--- src/rtl/tone_decoder.sv ---
// Tone decoder: turns one stable band-pass tone into a drive command, holds it
// until it is consumed or times out, then waits for band silence before re-arming.
module tone_decoder #(
  parameter int QUAL_CYCLES = 2_500_000,
  parameter int HOLD_CYCLES = 100_000_000,
  parameter int GAP_CYCLES  = 5_000_000
) (
  input  logic       clk,
  input  logic       rst,
  input  logic       bp1,
  input  logic       bp2,
  input  logic       bp3,
  input  logic       bp4,
  input  logic       bp5,
  input  logic       tdAck,
  output logic       tdEn,
  output logic [1:0] tdDir,
  output logic [1:0] tdState
);
  // state   | meaning
  // IDLE    | waiting for exactly one direction tone without cancel
  // QUALIFY | candidate tone must persist QUAL_CYCLES
  // VALID   | command presented on tdEn/tdDir until ack, cancel or timeout
  // HOLDOFF | all direction tones must stay low GAP_CYCLES before re-arming
  typedef enum logic [1:0] {
    IDLE    = 2'b00,
    QUALIFY = 2'b01,
    VALID   = 2'b10,
    HOLDOFF = 2'b11
  } state_t;

  localparam logic [26:0] QUAL_TC = 27'(QUAL_CYCLES - 1);
  localparam logic [26:0] HOLD_TC = 27'(HOLD_CYCLES - 1);
  localparam logic [26:0] GAP_TC  = 27'(GAP_CYCLES - 1);

  state_t      state, stateNext;
  logic [26:0] cnt, cntNext;
  logic [1:0]  cand, candNext;
  logic [1:0]  dirNext;
  logic [4:0]  syncA, syncB;
  logic        s1, s2, s3, s4, s5;
  logic [3:0]  tones, candHot;
  logic        single;
  logic [1:0]  toneCode;

  always_ff @(posedge clk) begin
    if (rst) begin
      syncA <= '0;
      syncB <= '0;
    end else begin
      syncA <= {bp5, bp4, bp3, bp2, bp1};
      syncB <= syncA;
    end
  end

  assign {s5, s4, s3, s2, s1} = syncB;
  assign tones   = {s4, s3, s2, s1};
  assign candHot = 4'b0001 << cand;

  always_comb begin
    single   = 1'b0;
    toneCode = 2'b00;
    case (tones)
      4'b0001: begin single = 1'b1; toneCode = 2'b00; end
      4'b0010: begin single = 1'b1; toneCode = 2'b01; end
      4'b0100: begin single = 1'b1; toneCode = 2'b10; end
      4'b1000: begin single = 1'b1; toneCode = 2'b11; end
      default: ;
    endcase
  end

  always_comb begin
    stateNext = state;
    cntNext   = cnt;
    candNext  = cand;
    dirNext   = tdDir;
    case (state)
      IDLE: begin
        cntNext = '0;
        if (single && !s5) begin
          stateNext = QUALIFY;
          candNext  = toneCode;
        end
      end
      QUALIFY: begin
        if (tones == candHot && !s5) begin
          if (cnt == QUAL_TC) begin
            stateNext = VALID;
            dirNext   = cand;
            cntNext   = '0;
          end else begin
            cntNext = cnt + 27'd1;
          end
        end else begin
          stateNext = IDLE;
          cntNext   = '0;
        end
      end
      VALID: begin
        // ack, cancel and timeout all funnel into one exit
        if (tdAck || s5 || cnt == HOLD_TC) begin
          stateNext = HOLDOFF;
          cntNext   = '0;
        end else begin
          cntNext = cnt + 27'd1;
        end
      end
      HOLDOFF: begin
        if (tones != 4'b0000) begin
          cntNext = '0;
        end else if (cnt == GAP_TC) begin
          stateNext = IDLE;
          cntNext   = '0;
        end else begin
          cntNext = cnt + 27'd1;
        end
      end
      default: begin
        stateNext = IDLE;
        cntNext   = '0;
      end
    endcase
  end

  always_ff @(posedge clk) begin
    if (rst) begin
      state <= IDLE;
      cnt   <= '0;
      cand  <= 2'b00;
      tdDir <= 2'b00;
      tdEn  <= 1'b0;
    end else begin
      state <= stateNext;
      cnt   <= cntNext;
      cand  <= candNext;
      tdDir <= dirNext;
      tdEn  <= (stateNext == VALID);
    end
  end

  assign tdState = state;
endmodule

--- config.mk ---
export PLATFORM = sky130hd
export DESIGN_NAME = tone_decoder
export DESIGN_NICKNAME = d
export VERILOG_FILES = /design/src/rtl/tone_decoder.sv
export SDC_FILE = /design/constraint.sdc
export NUM_CORES = 1
export LEC_CHECK = 0
export CAP_MARGIN = 20
export CORE_ASPECT_RATIO = 2
export CORE_MARGIN = 2
export CORE_UTILIZATION = 45
export CTS_BUF_LIST = sky130_fd_sc_hd__clkbuf_16
export CTS_CLUSTER_DIAMETER = 50
export DETAILED_ROUTE_END_ITERATION = 10
export PLACE_DENSITY = 0.6
export SYNTH_ARGS = -nofsm -noshare
export SYNTH_HDL_FRONTEND = slang
export SYNTH_SLANG_ARGS = --single-unit
export TNS_END_PERCENT = 100
--- constraint.sdc ---
create_clock -name clk -period 3.3 [get_ports clk]
set_clock_uncertainty 0.2 [all_clocks]
set_input_delay 0.825 -clock clk [delete_from_list [all_inputs] [get_ports clk]]
set_output_delay 0.825 -clock clk [all_outputs]
set_load 0.02 [all_outputs]
## After elaboration in Yosys (flattened, before gate mapping)

Index checks and enable logic that the tools add are counted.

- $add $sub $neg: 1
- Equality and inequality tests: 12
- Shift-type cells: 1
- Muxes and demuxes: 15
- Reduce and logical (&&, ||, !) cells: 10

Operators with widths:

| cell | count |
|---|---|
| two-way mux 27 bit | 5 |
| one-hot mux 27 bit (4 select lines) | 1 |
| adder 27 x 1 -> 27 bit, second input constant | 1 |
| equality test 27 x 22 -> 1 bit, second input constant | 1 |
| equality test 27 x 23 -> 1 bit, second input constant | 1 |
| equality test 27 bit, second input constant | 1 |
| two-way mux 2 bit | 6 |
| one-hot mux 2 bit (4 select lines) | 1 |
| equality test 2 bit, second input constant | 3 |
| one-hot mux 2 bit (3 select lines) | 1 |
| equality test 4 x 1 -> 1 bit, second input constant | 1 |
| equality test 4 x 2 -> 1 bit, second input constant | 1 |
| equality test 4 x 3 -> 1 bit, second input constant | 1 |
| equality test 4 bit | 1 |
| equality test 4 bit, second input constant | 1 |
| nonzero test 4 bit | 1 |
| OR reduction 4 bit | 1 |
| left shift 1 x 2 -> 4 bit, first input constant | 1 |
| AND reduction 3 bit | 1 |
| equality test 2 x 1 -> 1 bit, second input constant | 1 |
| logical AND 1 bit | 2 |
| zero test 2 bit | 1 |
| logical OR 1 bit | 2 |
| AND reduction 2 bit | 1 |
| 2 further kinds | 2 |

- Register bits: 44
- Input bits: 8
- Output and inout bits: 5
- Word-level logic and storage cells: 46

## Depth between registers and ports, before layout

- Depth in word-level cells: 7
- Mapped depth: 7
- Mapped depth without buffers: 6

## Worst setup path after synthesis

OpenSTA, ideal clock, no wires.

- Path kind: reg2reg
- Start point: register cnt[0]
- End point: register cnt[18]
- Library setup time: 0.134 ns
- Data arrival time: 1.923 ns
- Required time: 2.966 ns
- Setup slack: 1.043 ns
- Cell stages (with the launch flop): 8
- Buffers on the path: 1
- Cells stage by stage: dfxtp_1 ha_1 nand2_1 or3_1 or4_4 nand4b_4 buf_4 a211oi_1

- Longest elaborated chain between the ends: 4

RTL lines:

| item | line | text |
|---|---|---|
| start, declared | 37 | `logic [26:0] cnt, cntNext;` |
| start signal, assigned | 134 | `cnt <= cntNext;` |
| adder 27 x 1 -> 27 bit (tied with other cells) | 92, 105, 115 |  |
| two-way mux 27 bit (tied with other cells) | 111 | `end else if (cnt == GAP_TC) begin` |
| two-way mux 27 bit (on tied branches) | 109, 101, 86 |  |
| one-hot mux 27 bit (4 select lines) * | 77 | `case (state)` |

Every way passes the cells marked *; elsewhere a longest branch is shown, timed or not.
A chain may end at the register's enable or synchronous reset.

## Worst setup path in the final report

- Start point: register state[0] (netlist: tdState[0])
- End point: output port tdState[0]

RTL lines:

| item | line | text |
|---|---|---|
| start, declared | 36 | `state_t state, stateNext;` |
| start signal, assigned | 133 | `state <= stateNext;` |
| end, declared | 18 | `output logic [1:0] tdState` |

No word-level cell between the ends.

==> results.yml <==
setup_path:
  critPathMaxStageDelay_ps: 680
  endpoint_kind: "output port"
  cp.depth: 1
  worstPathRequired_ps: 2270
  arrival_ps: 1520
  r2r_slack_ps: 800
  crit_end: "tdState[0]"
  startpoint_type: "flop"
  r2r-end: "cnt[6]"
  worstSetupPathType: "reg -> out"
  r2r_start: "cnt[0]"
  critPathMaxFanout: 12
  reg2reg_depth: 6
  cpMaxStageDelayCell: "clkdlybuf4s50_1"
  crit_path_cell_trace: "clkdlybuf4s50_1"
  crit_family: "buffers and inverters"
  critPathLaunch: "tdState[0]"
  critPathBufInv: 1
synth:
  synthXorXnorAreaFrac: 0.104
  synthFlopType: "dfxtp_1"
  ys_types: 40
  synthCells: 237
  synth-async-reset-ratio: 0
  yosys_warnings: 0
  yosys.area_share.simple: 0.277
  synth_adder_area_share: 0.00569
  synth_nets: 246
  seq_area_frac_synth: 0.401
  synth.area.mux_share: 0.0137
  syn_area_um2: 2200
  ys_ff_latch: 44
  synth_top_family_by_area: "simple AND/OR/NAND/NOR gates"
  syn_avg_cell_area_um2: 9.27
  synth-compound-area-share: 0.161
  synth_edf_count: 0
routing:
  highest_layer: "met4"
  drt-met1-wl_um: 2190
  met3_length_um: 216
  via_per_inst: 5.87
  drc: 0
  drtIter0Drc: 41
  drtPass1Iterations: 4
  num_vias: 1791
  detail_route.wl_per_cell_um: 15.6
  ant_nets: 0
  drt-total-wl_um: 4760
  dr_wl_met2_um: 2290
global_routing:
  track_usage: 0.196
  antenna_found_initial: 0
  grt_pass1_wl_um: 8160
  grt_max_degree: 28
  grt_pass1_vias: 1688
  overflow: 0
floorplanning:
  die_area_um2: 5490
  rows: 36
  die_x_um: 53.4
  core_area_um2: 4770
  initial_core_util: 0.460
  io_pins: 13
  die_y_um: 103
timing:
  max_freq_mhz: 393
  setup_viol: 0
  layout_min_cycle_time_ps: 2550
  holdWs_ps: 237
  fin_crit_sh: 0.772
  tightest_slew_ps: 559
  slew_violations: 0
  slew_headroom: 0.627
  hold_viol: 0
  tns_ps: 0
  worst_slack_ps: 753
  rsz0062_at_grt: "false"
run:
  maxCapViolations: 0
power:
  sw_frac_of_total: 0.229
  comb_power_share: 0.085
  p_sw_mw: 0.280
  p_leak_nw: 0.756
  ir_drop_v: 0.000364
  p_int_mw: 0.945
  p_per_area_nw_per_um2: 484
  p_seq_frac: 0.459
  total_power_mw: 1.23
  pwr-share-clk: 0.456
clock_network:
  clockBufferDepth: 2
  path_clk_slew_ps: 60
  h-tree-depth: 2
  clock_latency_ps: 280
  cts_root_buffer: "clkbuf_16"
  cts_setup_buffers: 0
  cts_tree: "built"
  hold_buffers: 0
  cts.sinks: 44
  cts_resized: 0
  cts_buffers: 5
place:
  hpwl_um: 3260
  place_congestion: 0.855
  dp.cells: 297
  dp_worst_setup_slack_ps: 686
  port_buffers: 12
  dpl-instance-area_um2: 2360
final_layout:
  drive_gt1_frac: 0.0766
  utilization: 0.530
  n_antenna_cell: 0
  finalInstanceArea_um2: 2530
  n_fill_cell: 468
  syn_to_final_growth_pct: 15.1
  finish.net_count: 256
  fin_cells: 305
min_path:
  hold_class: "reg -> reg"
run_status:
  status: "finished clean"
-- sequential cells by signal, summed over array words and instances (netlist names) --
register	count
cand	2
cnt	27
syncA	5
syncB	5
tdDir	2
tdEn	1
tdState	2
-- layer usage --
metal	track usage	up-vias
met2	0.298	42
met3	0.0406	6
li1	-	900
met4	0.0789	0
met5	0	-
met1	0.267	843
-- kinds of logic after synthesis --
family	after synthesis
xor+xnor	26
fa+ha+maj	1
compound gates	47
mux	3
flops	44
buf+inv	18
simple gates	98
-- Yosys cell counts, types with 4 or more instances --
cell type | number | area [um^2]
and3_1 | 8 | 50.1
dfxtp_1 | 44 | 881
xor2_1 | 10 | 87.6
a21oi_1 | 6 | 30.0
and4_1 | 4 | 35.0
nor2_1 | 9 | 33.8
clkbuf_1 | 8 | 30.0
nand4_1 | 5 | 31.3
nor2b_1 | 11 | 68.8
a211oi_1 | 29 | 218
nor4_1 | 6 | 37.5
inv_1 | 6 | 22.5
nand3_1 | 12 | 60.1
nand2_1 | 10 | 37.5
buf_4 | 4 | 30.0
xnor2_1 | 16 | 140
nor3_1 | 11 | 55.1
-- how the worst min path moves through the flow --
stage | start | endpoint | slack (ps) | depth (start not counted)
after floorplan | syncA[0] | syncB[0] | 210 | 1
after global placement | syncA[4] | syncB[4] | 220 | 1
after detailed placement | syncA[2] | syncB[2] | 230 | 1
after CTS | syncA[2] | syncB[2] | 240 | 1
after global routing | syncA[4] | syncB[4] | 260 | 1
final | syncA[3] | syncB[3] | 240 | 1
-- placed cells by master, fill, tap and decap left out, drive strengths merged, types with 5 or more instances in the layout --
master,n
nor4,6
a211oi,29
nor3,11
clkdlybuf4s50,12
a21oi,7
nand2,10
nand3,13
dfxtp,44
inv,6
xor2,10
nor2b,11
nand4,6
nor2,9
and3,8
xnor2,16
clkbuf,5
-- layout make-up --
cell class | count | area (um^2) | share of cell area
Clock buffer | 5 | 125 | 0.0495
Sequential cell | 44 | 881 | 0.348
Tap cell | 57 | 71.3 | 0.0282
Inverter | 6 | 22.5 | 0.00890
Clock inverter | 3 | 42.5 | 0.0168
Timing Repair Buffer | 15 | 150 | 0.0593
Multi-Input combinational cell | 175 | 1240 | 0.489
-- power groups by stage --
stage	combinational (mW)	sequential, mW	clock, mW
final	0.104	0.563	0.559
after global routing	0.114	0.566	0.593
after global placement	0.0969	0.574	0
after detailed placement	0.104	0.574	0
after floorplan	0.0725	0.569	0
after CTS	0.104	0.563	0.569
(Power assumes the default switching activity.)
==> edit, RTL diff (same flow settings) <==
Make the reset (`rst`) asynchronous in 2 clocked blocks.
--- a/src/rtl/tone_decoder.sv
+++ b/src/rtl/tone_decoder.sv
@@ -43,7 +43,7 @@
   logic        single;
   logic [1:0]  toneCode;
 
-  always_ff @(posedge clk) begin
+  always_ff @(posedge clk or posedge rst) begin
     if (rst) begin
       syncA <= '0;
       syncB <= '0;
@@ -122,7 +122,7 @@
     endcase
   end
 
-  always_ff @(posedge clk) begin
+  always_ff @(posedge clk or posedge rst) begin
     if (rst) begin
       state <= IDLE;
       cnt   <= '0;
Formal check against the unedited RTL: differs if rst is asserted again (counterexample within 4 cycles, from zero or initial values and one cycle with rst high); with rst held inactive, the same outputs for 10 cycles.
==> edit against the unedited design <==
Maximum frequency decreased by 2.3%. Wire length decreased by 3.3%. Critical path depth increased by 6. Area after synthesis decreased by 2.2%. Sequential share of layout area increased by 9.9 points. Final cell count decreased by 6.6%. Via count decreased by 9.8%. Worst setup slack got worse by 0.059 ns. Sequential cell count unchanged. Design area decreased by 2.6%.
Power is not compared: it rests on default switching activity, and its combinational part moved more than twofold at a synthesized area within 25%.
==> edit: results (changes against the unedited design) <==
| Metric | Value |
|---|---|
| Worst Hold Launch | syncA[3] |
| Worst r2r dst | cnt[6] |
| Synth Area in XOR/XNOR | 10.6% (+0.24 points) |
| #MultiIn Comb | 158 (-9.7%) |
| Inst Count DP | 277 (-6.7%) |
| Placed inst area | 2320 µm² (-2.0%) |
| Dominant synthesized flop cell | dfrtp_1 |
| Synth Area in Adders | 0.582% (+0.013 points) |
| Sequential fraction of total cell area | 44.7% (+9.9 points) |
| Fin Hold WS | 0.147 ns (-0.0899 ns) |
| CP max stage delay | 0.44 ns (-0.24 ns) |
| Largest cells by area after synthesis | dfrtp_1 (51%), xor2_1 (8.2%), nor2_1 (5.9%), nand2_1 (3.3%), nand3_1 (3.0%) |
| HPWL Detailed | 3440 µm (+5.6%) |
| Layout Cells excl Fill | 285 (-6.6%) |
| Syn Nets | 224 (-8.9%) |
| Top cells by count, synth | dfrtp_1 (44), nor2_1 (34), xor2_1 (20) |
| Total track usage | 19.3% (-0.28 points) |
| Mean post-synth cell area | 9.99 µm² (+7.8%) |
| Nets | 238 (-7.0%) |
| CP max-delay cell | dfrtp_1 |
| Hold EP | syncB[3] |
| Status | finished, final reports clean |
| Slew @ Worst Pin | 0.542 ns (-0.0172 ns) |
| Layout area overhead | 14.7% |
| # fillers | 424 (-9.4%) |
| Multi-input logic area | 981 µm² (-21%) |
| Register area share after synthesis | 51.3% (+11 points) |
| Max Freq | 384 MHz (-2.3%) |
| Routed vias/inst | 5.67 (-3.5%) |
| Worst r2r src | cnt[9] |
| Final clock-cell share | 6.04% (-0.59 points) |
| Crit-path max FO | 27 (+15) |
| Arr. time, crit path | 2.56 ns (+1.04 ns) |
| Ys async rst share | 100% (+100 points) |
| First-pass GRT wire length | 7520 µm (-7.8%) |
| Post-synthesis compound-gate area fraction | 6.00% (-10 points) |
| Hold Path Depth | 0 (-1) |
| Invs w/o clock | 4 (-2) |
| Pre-CTS setup slack | 0.694 ns (+0.00714 ns) |
| Vias in the first global route | 1635 (-3.1%) |
| Signal buffers | 16 (+1) |
| Tap cells | 55 (-3.5%) |
-- edit: cell types whose count changed after synthesis, sizes merged, moves of 6 or more --
cell,unedited run,this run
dfrtp,0,44
dfxtp,44,0
a211oi,29,0
nor2,9,34
xnor2,16,6
xor2,10,20
nand2,10,19
nor2b,11,3
nor3,11,3
a21oi,7,1
-- edit: routing by layer --
| metal | part of all wire, % | wire length (µm) | global-route usage [%] |
|---|---|---|---|
| met5 | 0 | 0 | 0 |
| met4 | 1.7 | 76 | 8.48 |
| met3 | 1.7 | 76 | 3.10 |
| met2 | 60 | 2750 | 38.2 |
| met1 | 37 | 1700 | 18.2 |
-- edit: worst max-delay path by stage --
stage                     endpoint  startpoint
after floorplan            cnt[18]      cnt[0]
after global placement      cnt[6]       tdAck
after detailed placement   cnt[17]      cnt[9]
after CTS                  cnt[20]      cnt[9]
after global routing       cnt[20]      cnt[9]
final                       cnt[6]      cnt[9]
